$ cat src/rtl/pipe_hazard_ctl.sv
// Y86-64 pipeline control: load/use stall, mispredict squash, ret drain and
// exception freeze. Outputs are Mealy decodes of the current state and inputs.
module pipe_hazard_ctl #(
  parameter int         RET_BUBBLES = 3,
  parameter logic [3:0] REG_NONE    = 4'd15
) (
  input  logic       clk,
  input  logic       reset_n,
  input  logic [3:0] D_Ins_Code,
  input  logic [3:0] d_srcA,
  input  logic [3:0] d_srcB,
  input  logic [3:0] E_Ins_Code,
  input  logic [3:0] E_dstM,
  input  logic       e_Cnd,
  input  logic [2:0] m_stat,
  input  logic [2:0] W_stat,
  output logic       F_stall,
  output logic       D_stall,
  output logic       D_bubble,
  output logic       E_bubble,
  output logic       M_bubble,
  output logic       W_stall,
  output logic       halted,
  output logic [1:0] ctl_state,
  output logic [2:0] ret_cnt
);

  typedef enum logic [1:0] {
    ST_RUN   = 2'd0,
    ST_DRAIN = 2'd1,
    ST_HALT  = 2'd2,
    ST_ILL   = 2'd3
  } state_t;

  state_t     state, state_nxt;
  logic [2:0] cnt, cnt_nxt;

  logic load_use, mispred, ret_d, exc_m, exc_w;

  function automatic logic is_exc(input logic [2:0] s);
    return (s == 3'd2) || (s == 3'd3) || (s == 3'd4);
  endfunction

  assign load_use = ((E_Ins_Code == 4'd5) || (E_Ins_Code == 4'd11)) &&
                    (E_dstM != REG_NONE) &&
                    ((E_dstM == d_srcA) || (E_dstM == d_srcB));
  assign mispred  = (E_Ins_Code == 4'd7) && !e_Cnd;
  assign ret_d    = (D_Ins_Code == 4'd9);
  assign exc_m    = is_exc(m_stat);
  assign exc_w    = is_exc(W_stat);

  always_ff @(posedge clk or negedge reset_n) begin
    if (!reset_n) begin
      state <= ST_RUN;
      cnt   <= 3'd0;
    end else begin
      state <= state_nxt;
      cnt   <= cnt_nxt;
    end
  end

  always_comb begin
    state_nxt = state;
    cnt_nxt   = cnt;
    case (state)
      ST_RUN: begin
        if (exc_w) begin
          state_nxt = ST_HALT;
          cnt_nxt   = 3'd0;
        end else if (!mispred && !load_use && ret_d) begin
          state_nxt = ST_DRAIN;
          cnt_nxt   = 3'(RET_BUBBLES - 1);
        end
      end
      ST_DRAIN: begin
        if (exc_w) begin
          state_nxt = ST_HALT;
          cnt_nxt   = 3'd0;
        end else if (cnt <= 3'd1) begin
          state_nxt = ST_RUN;
          cnt_nxt   = 3'd0;
        end else begin
          cnt_nxt = cnt - 3'd1;
        end
      end
      default: begin
        state_nxt = ST_HALT;
        cnt_nxt   = 3'd0;
      end
    endcase
  end

  // Reset gates every stall/bubble so downstream registers never see a stray hold.
  always_comb begin
    F_stall  = 1'b0;
    D_stall  = 1'b0;
    D_bubble = 1'b0;
    E_bubble = 1'b0;
    M_bubble = 1'b0;
    W_stall  = 1'b0;
    if (reset_n) begin
      case (state)
        ST_RUN: begin
          M_bubble = exc_m || exc_w;
          W_stall  = exc_w;
          if (exc_w) begin
            F_stall  = 1'b1;
            D_bubble = 1'b1;
            E_bubble = 1'b1;
          end else if (mispred) begin
            D_bubble = 1'b1;
            E_bubble = 1'b1;
          end else if (load_use) begin
            F_stall  = 1'b1;
            D_stall  = 1'b1;
            E_bubble = 1'b1;
          end else if (ret_d) begin
            F_stall  = 1'b1;
            D_bubble = 1'b1;
          end
        end
        ST_DRAIN: begin
          F_stall  = 1'b1;
          D_bubble = 1'b1;
          E_bubble = exc_w;
          M_bubble = exc_m || exc_w;
          W_stall  = exc_w;
        end
        default: begin
          F_stall  = 1'b1;
          D_bubble = 1'b1;
          E_bubble = 1'b1;
          M_bubble = 1'b1;
          W_stall  = 1'b1;
        end
      endcase
    end
  end

  assign halted    = state[1];
  assign ctl_state = state;
  assign ret_cnt   = cnt;

endmodule

$ cat config.mk
export PLATFORM = sky130hd
export DESIGN_NAME = pipe_hazard_ctl
export DESIGN_NICKNAME = d
export VERILOG_FILES = /design/src/rtl/pipe_hazard_ctl.sv
export SDC_FILE = /design/constraint.sdc
export NUM_CORES = 1
export LEC_CHECK = 0
export BUFFER_PORTS_ARGS = -buffer_cell sky130_fd_sc_hd__buf_2
export CORE_UTILIZATION = 39
export CTS_BUF_LIST = sky130_fd_sc_hd__clkbuf_4
export DETAILED_ROUTE_END_ITERATION = 16
export PLACE_DENSITY = 0.78
export SYNTH_ARGS = -nofsm -noshare
export SYNTH_HDL_FRONTEND = slang
export SYNTH_SLANG_ARGS = --single-unit
$ cat constraint.sdc
create_clock -name clk -period 1.3 [get_ports clk]
set_input_delay 0.195 -clock clk [delete_from_list [all_inputs] [get_ports clk]]
set_output_delay 0.195 -clock clk [all_outputs]
set_load 0.005 [all_outputs]
==> out/summary.json, run 1 <==
{
  "outcome": {"value": "finished with violations"},
  "violations": {"value": "negative setup slack"},
  "floorplan.die.height": {"value": 42.3, "unit": "um"},
  "finalWeightedCongestion": {"value": 0.800},
  "htreeDepth": {"value": 1},
  "floorplan.rows": {"value": 14},
  "hp-class": {"value": "in -> reg"},
  "num-fill-cells": {"value": 94},
  "static-leakage-power": {"value": 0.508, "unit": "nW"},
  "pwr_density_cell": {"value": 473, "unit": "nW/um2"},
  "syn_to_final_growth": {"value": 88.5, "unit": "%"},
  "timing_worst_slew_pin_value": {"value": 0.394, "unit": "ns"},
  "post_synth_instance_area": {"value": 633, "unit": "um2"},
  "detailroute.via_count": {"value": 777},
  "gr-usage-all-layers": {"value": 26.6, "unit": "%"},
  "yosysSeqAreaShare": {"value": 19.8, "unit": "%"},
  "synth.largest_area_cell": {"value": "dfrtp_1"},
  "synthesis.nets": {"value": 99},
  "core_area": {"value": 1510, "unit": "um2"},
  "slew_headroom": {"value": 73.4, "unit": "%"},
  "gr-total-overflow": {"value": 0},
  "cp_data_required_time": {"value": 1.11, "unit": "ns"},
  "hold_path_depth": {"value": 4},
  "cts_tree": {"value": "built"},
  "post_synth_num_cell_types": {"value": 33},
  "final_critical_path_setup_slack": {"value": -0.346, "unit": "ns"},
  "finalMaxSlewViolations": {"value": 0},
  "final.setup.tns": {"value": -1.68, "unit": "ns"},
  "firstDrtPassIters": {"value": 4},
  "detailedPlacementHpwl": {"value": 1580, "unit": "um"},
  "synth_cells": {"value": 68},
  "grt_start_max_net_pins": {"value": 9},
  "detail_route.vias_per_cell": {"value": 5.36},
  "finalCriticalPeriod": {"value": 1.65, "unit": "ns"},
  "cts_made_buffers": {"value": 3},
  "port_buffers": {"value": 40},
  "post_drt_wl_per_cell": {"value": 15.7, "unit": "um"},
  "clock_sinks": {"value": 5},
  "remaining_drc_errors": {"value": 0},
  "antenna-diode-count": {"value": 0},
  "ioPinCount": {"value": 41},
  "timing.critical_path.to_type": {"value": "output pin"},
  "grt_antenna_before_repair": {"value": 0},
  "detail_route.iter0.violations": {"value": 26},
  "worst_r2r_path_depth": {"value": 5},
  "synth_largest_type_area_fraction": {"value": 19.8, "unit": "%"},
  "multi_input_comb_area": {"value": 621, "unit": "um2"},
  "finalClockSkew": {"value": 0.00111, "unit": "ns"},
  "register_to_register_setup_slack": {"value": -0.08, "unit": "ns"},
  "number_of_global_route_vias_before_repair": {"value": 814},
  "ff_latch_area": {"value": 126, "unit": "um2"},
  "cts.clk_slew.worst_paths": {"value": 0.05, "unit": "ns"},
  "hold_violations": {"value": 0},
  "post_route_cells_drive_above_1_share": {"value": 72.1, "unit": "%"},
  "start_util": {"value": 42.0, "unit": "%"},
  "yosys_register_bits": {"value": 5},
  "dieArea": {"value": 1790, "unit": "um2"},
  "synth.yosys.warnings": {"value": 0},
  "worstHoldEndpoint": {"value": "ret_cnt[1]$_DFFE_PN0P_"},
  "count_of_nets_left_with_antenna_violations_after_detail_routing": {"value": 0},
  "totalPowerFinal": {"value": 0.000565, "unit": "W"},
  "min-delay-start": {"value": "D_Ins_Code[1]"},
  "layout_worst_path_cycle_share": {"value": 127, "unit": "%"},
  "crit-reg2reg-capture": {"value": "ret_cnt[0]$_DFFE_PN0P_"},
  "finish.instance_area": {"value": 1190, "unit": "um2"},
  "crit_path_start_kind": {"value": "input port"},
  "placed_area": {"value": 985, "unit": "um2"},
  "synthesis.area_per_instance": {"value": 9.31, "unit": "um2"},
  "clkLatencyLatePin": {"value": 0.24, "unit": "ns"},
  "maxCapViolCount": {"value": 0},
  "cp_data_arrival_time": {"value": 1.45, "unit": "ns"},
  "max-clock-path-buffers": {"value": 2},
  "worst_setup_path_category": {"value": "in -> out"},
  "fp.dieW": {"value": 42.3, "unit": "um"},
  "fmax": {"value": 607, "unit": "MHz"},
  "power.ir.vdd_worst": {"value": 0.303, "unit": "mV"},
  "design.final.nets": {"value": 161},
  "cts_root_buf": {"value": "clkbuf_4"},
  "grt_first_pass_wirelength": {"value": 3570, "unit": "um"},
  "path_max_fanout": {"value": 3},
  "netlist_top_cells_area": {"value": "dfrtp_1 20%, xor2_1 11%, nor4_4 6.7%"},
  "rsz0062_at_grt": {"value": "true"},
  "aggregate_routed_wire_length": {"value": 2280, "unit": "um"},
  "setup-violations-final": {"value": 9},
  "r2r_start": {"value": "ret_cnt[0]$_DFFE_PN0P_"}
}
final cells by class:
class                   instances  share of cell area (%)
multi-input cells              56                    52.0
inverters                       6                    1.89
clock buffers                   4                    2.52
repair buffers                 58                    31.3
flip-flops and latches          5                    10.6
well taps                      16                    1.68
layout by cell type, fill, tap and decap left out, types with 3 or more instances in the layout:
cell and count:
inv_2 3, nor2_1 4, dfrtp_1 4, nand2_1 4
xor2_1 4, clkbuf_4 4, buf_6 3, buf_2 36
xor2_4 3, inv_1 3, a21oi_2 4, buf_4 16
cells by family (layout without fill, tap and decap cells):
kind of cell | count (synthesis) | in the layout | share of synthesized area [%]
buf+inv | 7 | 68 | 4.74
simple gates | 25 | 25 | 29.3
flops | 5 | 5 | 19.8
mux | 2 | 2 | 3.16
fa+ha+maj | 2 | 2 | 3.95
xor+xnor | 8 | 8 | 11.1
compound gates | 19 | 19 | 28.1
metal layers:
layer  wire length, um  vias to the layer above  GRT usage (%)  share of wire (%)
met4                30                        0           12.5                1.3
met3                79                        4           4.74                3.5
met5                 0                        -              0                  0
li1                  -                      378              -                  -
met2              1200                       27           47.1                 52
met1               974                      368           30.5                 43
how the worst max path moves through the flow:
stage | startpoint | end | slack, ns
after floorplan | E_dstM[1] | F_stall | -0.04
after global placement | E_dstM[1] | F_stall | -0.31
after detailed placement | E_dstM[1] | F_stall | -0.34
after CTS | d_srcB[2] | E_bubble | -0.31
after global routing | d_srcA[2] | E_bubble | -0.39
final | d_srcA[2] | E_bubble | -0.35
worst max-delay path, cell delays in order:
cell       delay, ns
buf_8           0.10
xor2_4          0.18
nor4_4          0.36
o2111ai_4       0.20
a221oi_2        0.27
buf_2           0.15
synth_stat cells:
cell	count
and3_1	1
nor3_4	1
o22ai_2	1
nand2_1	4
o21ai_0	2
o2111ai_1	1
a32o_1	1
nor4bb_1	1
nor3_1	4
xor2_1	8
nand4_1	1
a311oi_2	1
buf_4	1
a41oi_1	1
nor4_4	2
o21bai_1	1
ha_1	2
a211oi_2	1
and2b_4	1
o22ai_1	2
nand2b_1	1
mux2i_1	2
a21oi_1	4
or3_1	1
dfrtp_1	5
nor3b_2	1
a221oi_2	1
o31ai_1	1
inv_1	6
o2111ai_4	1
o2111a_1	1
nand4bb_1	1
nor2_1	6
state kept, by name (all words and copies together), names as in the netlist:
name / count
ctl_state: 2
ret_cnt: 3
where the power goes:
group,internal (W),total [W],switching [W]
registers,0.000156,0.000156,0.000000000000961
clock network,0.000137,0.000202,0.0000654
logic,0.000105,0.000206,0.000102
total,0.000398,0.000565,0.000167
what timing repair did:
action | in CTS | in global routing
pin swaps | 9 | 17
hold buffers | 1 | 0
endpoints found under the hold margin | 5 | 0
gates resized for setup | 16 | 17
setup buffers | 1 | 4
gates cloned | 0 | 0
endpoints found under the setup margin | 10 | 10
metrics by stage:
stage	std cells	utilization [%]	hold slack, ns	setup WS [ns]
global route	145	79.2	0.349	-0.391
floorplan	68	-	-0.101	-0.0446
detailed placement	136	65.4	0.0484	-0.337
finish	145	79.2	0.321	-0.346
CTS	142	73.9	0.324	-0.312
global placement	136	65.4	0.0418	-0.308
(Power assumes the default switching activity.)
==> run 2, diff against run 1 <==
--- a/config.mk
+++ b/config.mk
@@ -10,6 +10,7 @@
 export CTS_BUF_LIST = sky130_fd_sc_hd__clkbuf_4
 export DETAILED_ROUTE_END_ITERATION = 16
 export PLACE_DENSITY = 0.78
+export SKIP_LAST_GASP = 1
 export SYNTH_ARGS = -nofsm -noshare
 export SYNTH_HDL_FRONTEND = slang
 export SYNTH_SLANG_ARGS = --single-unit
==> run 2 against run 1 <==
Compared with the run above:
- the flow still finishes with violations (negative setup slack)
- final cell count unchanged
- non-clock buffer count unchanged
- hold slack gained 0.015 ns
- cell area is 0.52% lower
- clock skew increased by 0.0032 ns
- global-route usage down 0.74 points
- first-iteration DRC count shrank 12%
- combinational power fell by 2%
- die area stayed put
==> out/summary.json, run 2 (synthesized netlist as in run 1, its figures left out) <==
{
  "final.setup.tns": {"value": -1.67, "unit": "ns"},
  "hold_violations": {"value": 0},
  "timing.critical_path.to_type": {"value": "output pin"},
  "cp_data_required_time": {"value": 1.11, "unit": "ns"},
  "layout_commonest_cell": {"value": "buf_2"},
  "comb_power_share": {"value": 36.1, "unit": "%"},
  "most-common-layout-cells": {"value": "36 x buf_2, 16 x buf_4, 5 x nor2_1"},
  "path_max_fanout": {"value": 3},
  "worst_setup_path_category": {"value": "in -> out"},
  "pwr_density_cell": {"value": 471, "unit": "nW/um2"},
  "floorplan.rows": {"value": 14},
  "aggregate_routed_wire_length": {"value": 2220, "unit": "um"},
  "syn_to_final_growth": {"value": 87.5, "unit": "%"},
  "ioPinCount": {"value": 41},
  "number_of_global_route_vias_before_repair": {"value": 833},
  "setup-violations-final": {"value": 10},
  "finalClockSkew": {"value": 0.00430, "unit": "ns"},
  "fmax": {"value": 627, "unit": "MHz"},
  "cts_root_buf": {"value": "clkbuf_4"},
  "rsz0062_at_grt": {"value": "true"},
  "slew_headroom": {"value": 73.5, "unit": "%"},
  "crit_path_start_kind": {"value": "input port"},
  "finalCoreUtilization": {"value": 78.8, "unit": "%"},
  "critical-path-top-delay-family": {"value": "compound AO/OA/AOI/OAI gates"},
  "register_to_register_setup_slack": {"value": -0.08, "unit": "ns"},
  "violations": {"value": "negative setup slack"},
  "remaining_drc_errors": {"value": 0},
  "number_of_flip_flops_in_the_largest_register": {"value": 3},
  "gr-usage-all-layers": {"value": 25.8, "unit": "%"},
  "slowest_delay": {"value": 0.35, "unit": "ns"},
  "final_critical_path_setup_slack": {"value": -0.295, "unit": "ns"},
  "post_drt_wl_per_cell": {"value": 15.3, "unit": "um"},
  "gr-total-overflow": {"value": 0},
  "static-leakage-power": {"value": 0.508, "unit": "nW"},
  "maxCapViolCount": {"value": 0},
  "cts_made_buffers": {"value": 3},
  "layout_worst_path_cycle_share": {"value": 123, "unit": "%"},
  "firstDrtPassIters": {"value": 4},
  "slowest_stage_cell_cp": {"value": "nor4_4"},
  "grt_antenna_before_repair": {"value": 0},
  "timing.critical_path.cells": {"value": "buf_8 > xor2_4 > nor4_4 > o2111ai_4 > a221oi_2 > buf_2"},
  "detail_route.iter0.violations": {"value": 23},
  "clkLatencyLatePin": {"value": 0.24, "unit": "ns"},
  "max-clock-path-buffers": {"value": 2},
  "cp_bufs_invs": {"value": 2},
  "finalWeightedCongestion": {"value": 0.800},
  "power_report.internal_total": {"value": 0.000397, "unit": "W"},
  "p_clk_share": {"value": 36.0, "unit": "%"},
  "hp-class": {"value": "in -> reg"},
  "design.final.nets": {"value": 161},
  "dieArea": {"value": 1790, "unit": "um2"},
  "count_of_nets_left_with_antenna_violations_after_detail_routing": {"value": 0},
  "grt_start_max_net_pins": {"value": 9},
  "start_util": {"value": 42.0, "unit": "%"},
  "fp.dieW": {"value": 42.3, "unit": "um"},
  "cts.clk_slew.worst_paths": {"value": 0.05, "unit": "ns"},
  "post_route_cells_drive_above_1_share": {"value": 70.5, "unit": "%"},
  "num-fill-cells": {"value": 101},
  "outcome": {"value": "finished with violations"},
  "core_area": {"value": 1510, "unit": "um2"},
  "clock_sinks": {"value": 5},
  "finalMaxSlewViolations": {"value": 0},
  "power.ir.vdd_worst": {"value": 0.289, "unit": "mV"},
  "share_seq_of_total_power": {"value": 27.9, "unit": "%"},
  "timing_worst_slew_pin_value": {"value": 0.393, "unit": "ns"},
  "grt_first_pass_wirelength": {"value": 3510, "unit": "um"},
  "detailedPlacementHpwl": {"value": 1580, "unit": "um"},
  "port_buffers": {"value": 40},
  "finalCriticalPeriod": {"value": 1.60, "unit": "ns"},
  "floorplan.die.height": {"value": 42.3, "unit": "um"},
  "total_switching_power": {"value": 0.000162, "unit": "W"},
  "detail_route.vias_per_cell": {"value": 5.55},
  "antenna-diode-count": {"value": 0},
  "detailroute.via_count": {"value": 805},
  "htreeDepth": {"value": 1},
  "swShare": {"value": 28.9, "unit": "%"},
  "cp_data_arrival_time": {"value": 1.40, "unit": "ns"},
  "cts_tree": {"value": "built"}
}
[run 2: repair_timing]
item                                   CTS  global route
pin swaps                                9            15
cloned                                   0             0
resized for setup                       14            17
buffers inserted                         1             4
setup endpoints to repair               10            10
endpoints found under the hold margin    5             0
hold buffers                             1             0
[run 2: per-stage QoR]
stage          setup slack [ns]  instance area, um2  hold slack, ns  cells  power (W)
4_1_cts                  -0.312                1110           0.324    142   0.000547
6_report                 -0.295                1190           0.337    145   0.000559
5_1_grt                  -0.370                1190           0.351    145   0.000596
3_3_place_gp             -0.308                 985          0.0418    136   0.000316
3_5_place_dp             -0.337                 985          0.0484    136   0.000321
2_1_floorplan           -0.0446                 674          -0.101     68   0.000234
[run 2: power by group through the flow]
| stage | sequential (W) | clock (W) | combinational (W) |
|---|---|---|---|
| 6_report | 0.000156 | 0.000201 | 0.000202 |
| 5_1_grt | 0.000156 | 0.000225 | 0.000216 |
| 4_1_cts | 0.000156 | 0.000202 | 0.000188 |
| 3_5_place_dp | 0.000158 | 0 | 0.000163 |
| 3_3_place_gp | 0.000158 | 0 | 0.000158 |
| 2_1_floorplan | 0.000159 | 0 | 0.0000750 |
[run 2: cell type report]
| cell class | instances | area [um2] | area share, % |
|---|---|---|---|
| flip-flops and latches | 5 | 126 | 10.6 |
| repair buffers | 58 | 374 | 31.5 |
| inverters | 6 | 22.5 | 1.90 |
| clock buffers | 4 | 30.0 | 2.53 |
| well taps | 16 | 20.0 | 1.69 |
| multi-input cells | 56 | 614 | 51.7 |
[run 2: path summary, 6_finish.rpt]
path | start | to | cells after the start
setup / recovery | d_srcA[2] | E_bubble | 6
hold / removal | D_Ins_Code[1] | ret_cnt[1]$_DFFE_PN0P_ | 4
setup reg to reg | ret_cnt[0]$_DFFE_PN0P_ | ret_cnt[0]$_DFFE_PN0P_ | 5
hold reg to reg | ret_cnt[2]$_DFFE_PN0P_ | ret_cnt[2]$_DFFE_PN0P_ | 2
max in group asynchronous | reset_n | ctl_state[0]$_DFFE_PN0P_ | 2
min in group asynchronous | reset_n | ret_cnt[0]$_DFFE_PN0P_ | 2
[run 2: worst register-to-register path: stages (launching register included)]
cell,delay [ns]
dfrtp_1,0.42
ha_2,0.18
o21bai_4,0.18
a21oi_2,0.17
mux2i_1,0.10
a311oi_2,0.22
[run 2: per-layer routing]
layer	global-route usage (%)	wire length (um)	part of all wire [%]	vias to the layer above
met5	0	0	0	-
met3	5.60	127	5.7	8
met1	27.7	861	39	380
met4	14.4	59	2.7	0
met2	46.2	1170	53	37
li1	-	-	-	380
==> run 3, diff against run 2 <==
--- a/config.mk
+++ b/config.mk
@@ -6,8 +6,10 @@
 export NUM_CORES = 1
 export LEC_CHECK = 0
 export BUFFER_PORTS_ARGS = -buffer_cell sky130_fd_sc_hd__buf_2
+export CORE_MARGIN = 3
 export CORE_UTILIZATION = 39
 export CTS_BUF_LIST = sky130_fd_sc_hd__clkbuf_4
+export CTS_CLUSTER_SIZE = 14
 export DETAILED_ROUTE_END_ITERATION = 16
 export PLACE_DENSITY = 0.78
 export SKIP_LAST_GASP = 1
==> run 3 against run 2 <==
Compared with the run above:
- the flow still finishes with violations (negative setup slack)
- worst setup slack lost 0.15 ns
- sequential power is essentially flat
- core utilization grew 7.4 points
- critical endpoint is now F_stall
- highest routed layer unchanged
==> out/summary.json, run 3 (synthesized netlist as in run 1, its figures left out) <==
{
  "design.final.nets": {"value": 165},
  "clock_sinks": {"value": 5},
  "finalCriticalPeriod": {"value": 1.75, "unit": "ns"},
  "pwr_density_cell": {"value": 479, "unit": "nW/um2"},
  "power_report.internal_total": {"value": 0.000398, "unit": "W"},
  "grt_antenna_before_repair": {"value": 0},
  "remaining_drc_errors": {"value": 0},
  "detail_route.iter0.violations": {"value": 34},
  "post_drt_wl_per_cell": {"value": 20.2, "unit": "um"},
  "path_max_fanout": {"value": 4},
  "fmax": {"value": 573, "unit": "MHz"},
  "fin_hold_ws": {"value": 0.438, "unit": "ns"},
  "dieArea": {"value": 2140, "unit": "um2"},
  "setup-violations-final": {"value": 10},
  "ioPinCount": {"value": 41},
  "number_of_flip_flops_in_the_largest_register": {"value": 3},
  "floorplan.die.height": {"value": 46.3, "unit": "um"},
  "cts.clk_slew.worst_paths": {"value": 0.06, "unit": "ns"},
  "hold_violations": {"value": 0},
  "antenna-diode-count": {"value": 0},
  "total_switching_power": {"value": 0.000186, "unit": "W"},
  "number_of_global_route_vias_before_repair": {"value": 810},
  "hp-class": {"value": "in -> reg"},
  "worst_setup_path_category": {"value": "reg -> out"},
  "detailroute.via_count": {"value": 884},
  "finalWeightedCongestion": {"value": 0.799},
  "maxCapViolCount": {"value": 0},
  "grt_start_max_net_pins": {"value": 9},
  "layout_worst_path_cycle_share": {"value": 134, "unit": "%"},
  "p_clk_share": {"value": 37.2, "unit": "%"},
  "cp_data_arrival_time": {"value": 1.55, "unit": "ns"},
  "gr-total-overflow": {"value": 0},
  "cts_made_buffers": {"value": 3},
  "swShare": {"value": 31.8, "unit": "%"},
  "final_critical_path_setup_slack": {"value": -0.445, "unit": "ns"},
  "power.ir.vdd_worst": {"value": 0.324, "unit": "mV"},
  "placed_area": {"value": 983, "unit": "um2"},
  "firstDrtPassIters": {"value": 4},
  "floorplan.rows": {"value": 13},
  "htreeDepth": {"value": 1},
  "clkLatencyLatePin": {"value": 0.25, "unit": "ns"},
  "detail_route.vias_per_cell": {"value": 5.97},
  "most-common-layout-cells": {"value": "35 x buf_2, 22 x buf_4, 6 x nor2_1"},
  "finalCoreUtilization": {"value": 86.2, "unit": "%"},
  "cp_data_required_time": {"value": 1.11, "unit": "ns"},
  "start_util": {"value": 44.7, "unit": "%"},
  "count_of_nets_left_with_antenna_violations_after_detail_routing": {"value": 0},
  "totalPowerFinal": {"value": 0.000584, "unit": "W"},
  "timing.critical_path.to_type": {"value": "output pin"},
  "finalClockSkew": {"value": 0.00734, "unit": "ns"},
  "slew_headroom": {"value": 76.9, "unit": "%"},
  "post_placement_worst_setup_slack": {"value": -0.362, "unit": "ns"},
  "crit_path_start_kind": {"value": "flip-flop"},
  "gr-usage-all-layers": {"value": 24.2, "unit": "%"},
  "grt_first_pass_wirelength": {"value": 3730, "unit": "um"},
  "aggregate_routed_wire_length": {"value": 2980, "unit": "um"},
  "comb_power_share": {"value": 36.1, "unit": "%"},
  "violations": {"value": "negative setup slack"},
  "port_buffers": {"value": 40},
  "layout_commonest_cell": {"value": "buf_2"},
  "max-clock-path-buffers": {"value": 2},
  "post_route_cells_drive_above_1_share": {"value": 70.7, "unit": "%"},
  "cts_root_buf": {"value": "clkbuf_4"},
  "core_area": {"value": 1420, "unit": "um2"},
  "outcome": {"value": "finished with violations"},
  "syn_to_final_growth": {"value": 92.7, "unit": "%"},
  "fp.dieW": {"value": 46.3, "unit": "um"},
  "timing_worst_slew_pin_value": {"value": 0.345, "unit": "ns"},
  "rsz0062_at_grt": {"value": "true"},
  "finalMaxSlewViolations": {"value": 0},
  "finish.instance_area": {"value": 1220, "unit": "um2"},
  "cts_tree": {"value": "built"},
  "share_seq_of_total_power": {"value": 26.7, "unit": "%"},
  "detailedPlacementHpwl": {"value": 1560, "unit": "um"},
  "static-leakage-power": {"value": 0.528, "unit": "nW"}
}
## run 3: cell count changes in the layout (fill, tap and decap cells not counted), sizes merged
cell,previous run,this run
buf,57,61
clkinvlp,0,1
inv,6,5
## run 3: worst max-delay path, stage by stage, from the launching register on
cell and delay (ns):
dfrtp_1 0.43, nor3_4 0.25, inv_2 0.10, o31ai_2 0.28, a41oi_2 0.07, buf_2 0.17
## run 3: stage by stage
step | instances | setup TNS [ns]
after global routing | 148 | -2.93
final | 148 | -2.26
after floorplan | 68 | -0.109
after global placement | 135 | -1.88
after detailed placement | 135 | -2.24
after CTS | 141 | -1.17
## run 3: final cells by class
class / count / area, um2
Inverter: 6 / 26.3
Fill cell: 78 / 195
Multi-Input combinational cell: 56 / 616
Clock buffer: 4 / 30.0
Tap cell: 15 / 18.8
Timing Repair Buffer: 62 / 403
Sequential cell: 5 / 126
## run 3: per-layer routing
layer  GRT usage (%)  share of wire (%)  up-vias
met2            45.6                 50       70
li1                -                  -      385
met1            29.3                 34      403
met3            2.73                7.8       26
met4            3.98                8.3        0
met5               0                  0        -
## run 3: power groups by stage
stage               sequential [W]  clock, W  combinational, W
finish                    0.000156  0.000217          0.000211
global placement          0.000158         0          0.000158
detailed placement        0.000158         0          0.000162
floorplan                 0.000159         0         0.0000750
CTS                       0.000156  0.000194          0.000193
global route              0.000156  0.000241          0.000224
## run 3: final timing paths
| check | from | endpoint | slack, ns | cells past startpoint |
|---|---|---|---|---|
| min | D_Ins_Code[2] | ret_cnt[1]$_DFFE_PN0P_ | 0.44 | 5 |
| max in group asynchronous | reset_n | ctl_state[0]$_DFFE_PN0P_ | 0.70 | 3 |
| max reg2reg | ret_cnt[0]$_DFFE_PN0P_ | ret_cnt[0]$_DFFE_PN0P_ | -0.14 | 5 |
| min reg2reg | ret_cnt[2]$_DFFE_PN0P_ | ret_cnt[2]$_DFFE_PN0P_ | 0.72 | 2 |
| max | ctl_state[1]$_DFFE_PN0P_ | F_stall | -0.45 | 5 |
| min in group asynchronous | reset_n | ret_cnt[0]$_DFFE_PN0P_ | 0.46 | 3 |
## run 3: repair_timing
| action | CTS | global route |
|---|---|---|
| endpoints found under the hold margin | 5 | 0 |
| pin swaps | 10 | 12 |
| endpoints found under the setup margin | 10 | 10 |
| setup buffers | 1 | 8 |
| resized for setup | 17 | 14 |
| hold buffers | 1 | 0 |
| cloned | 0 | 0 |
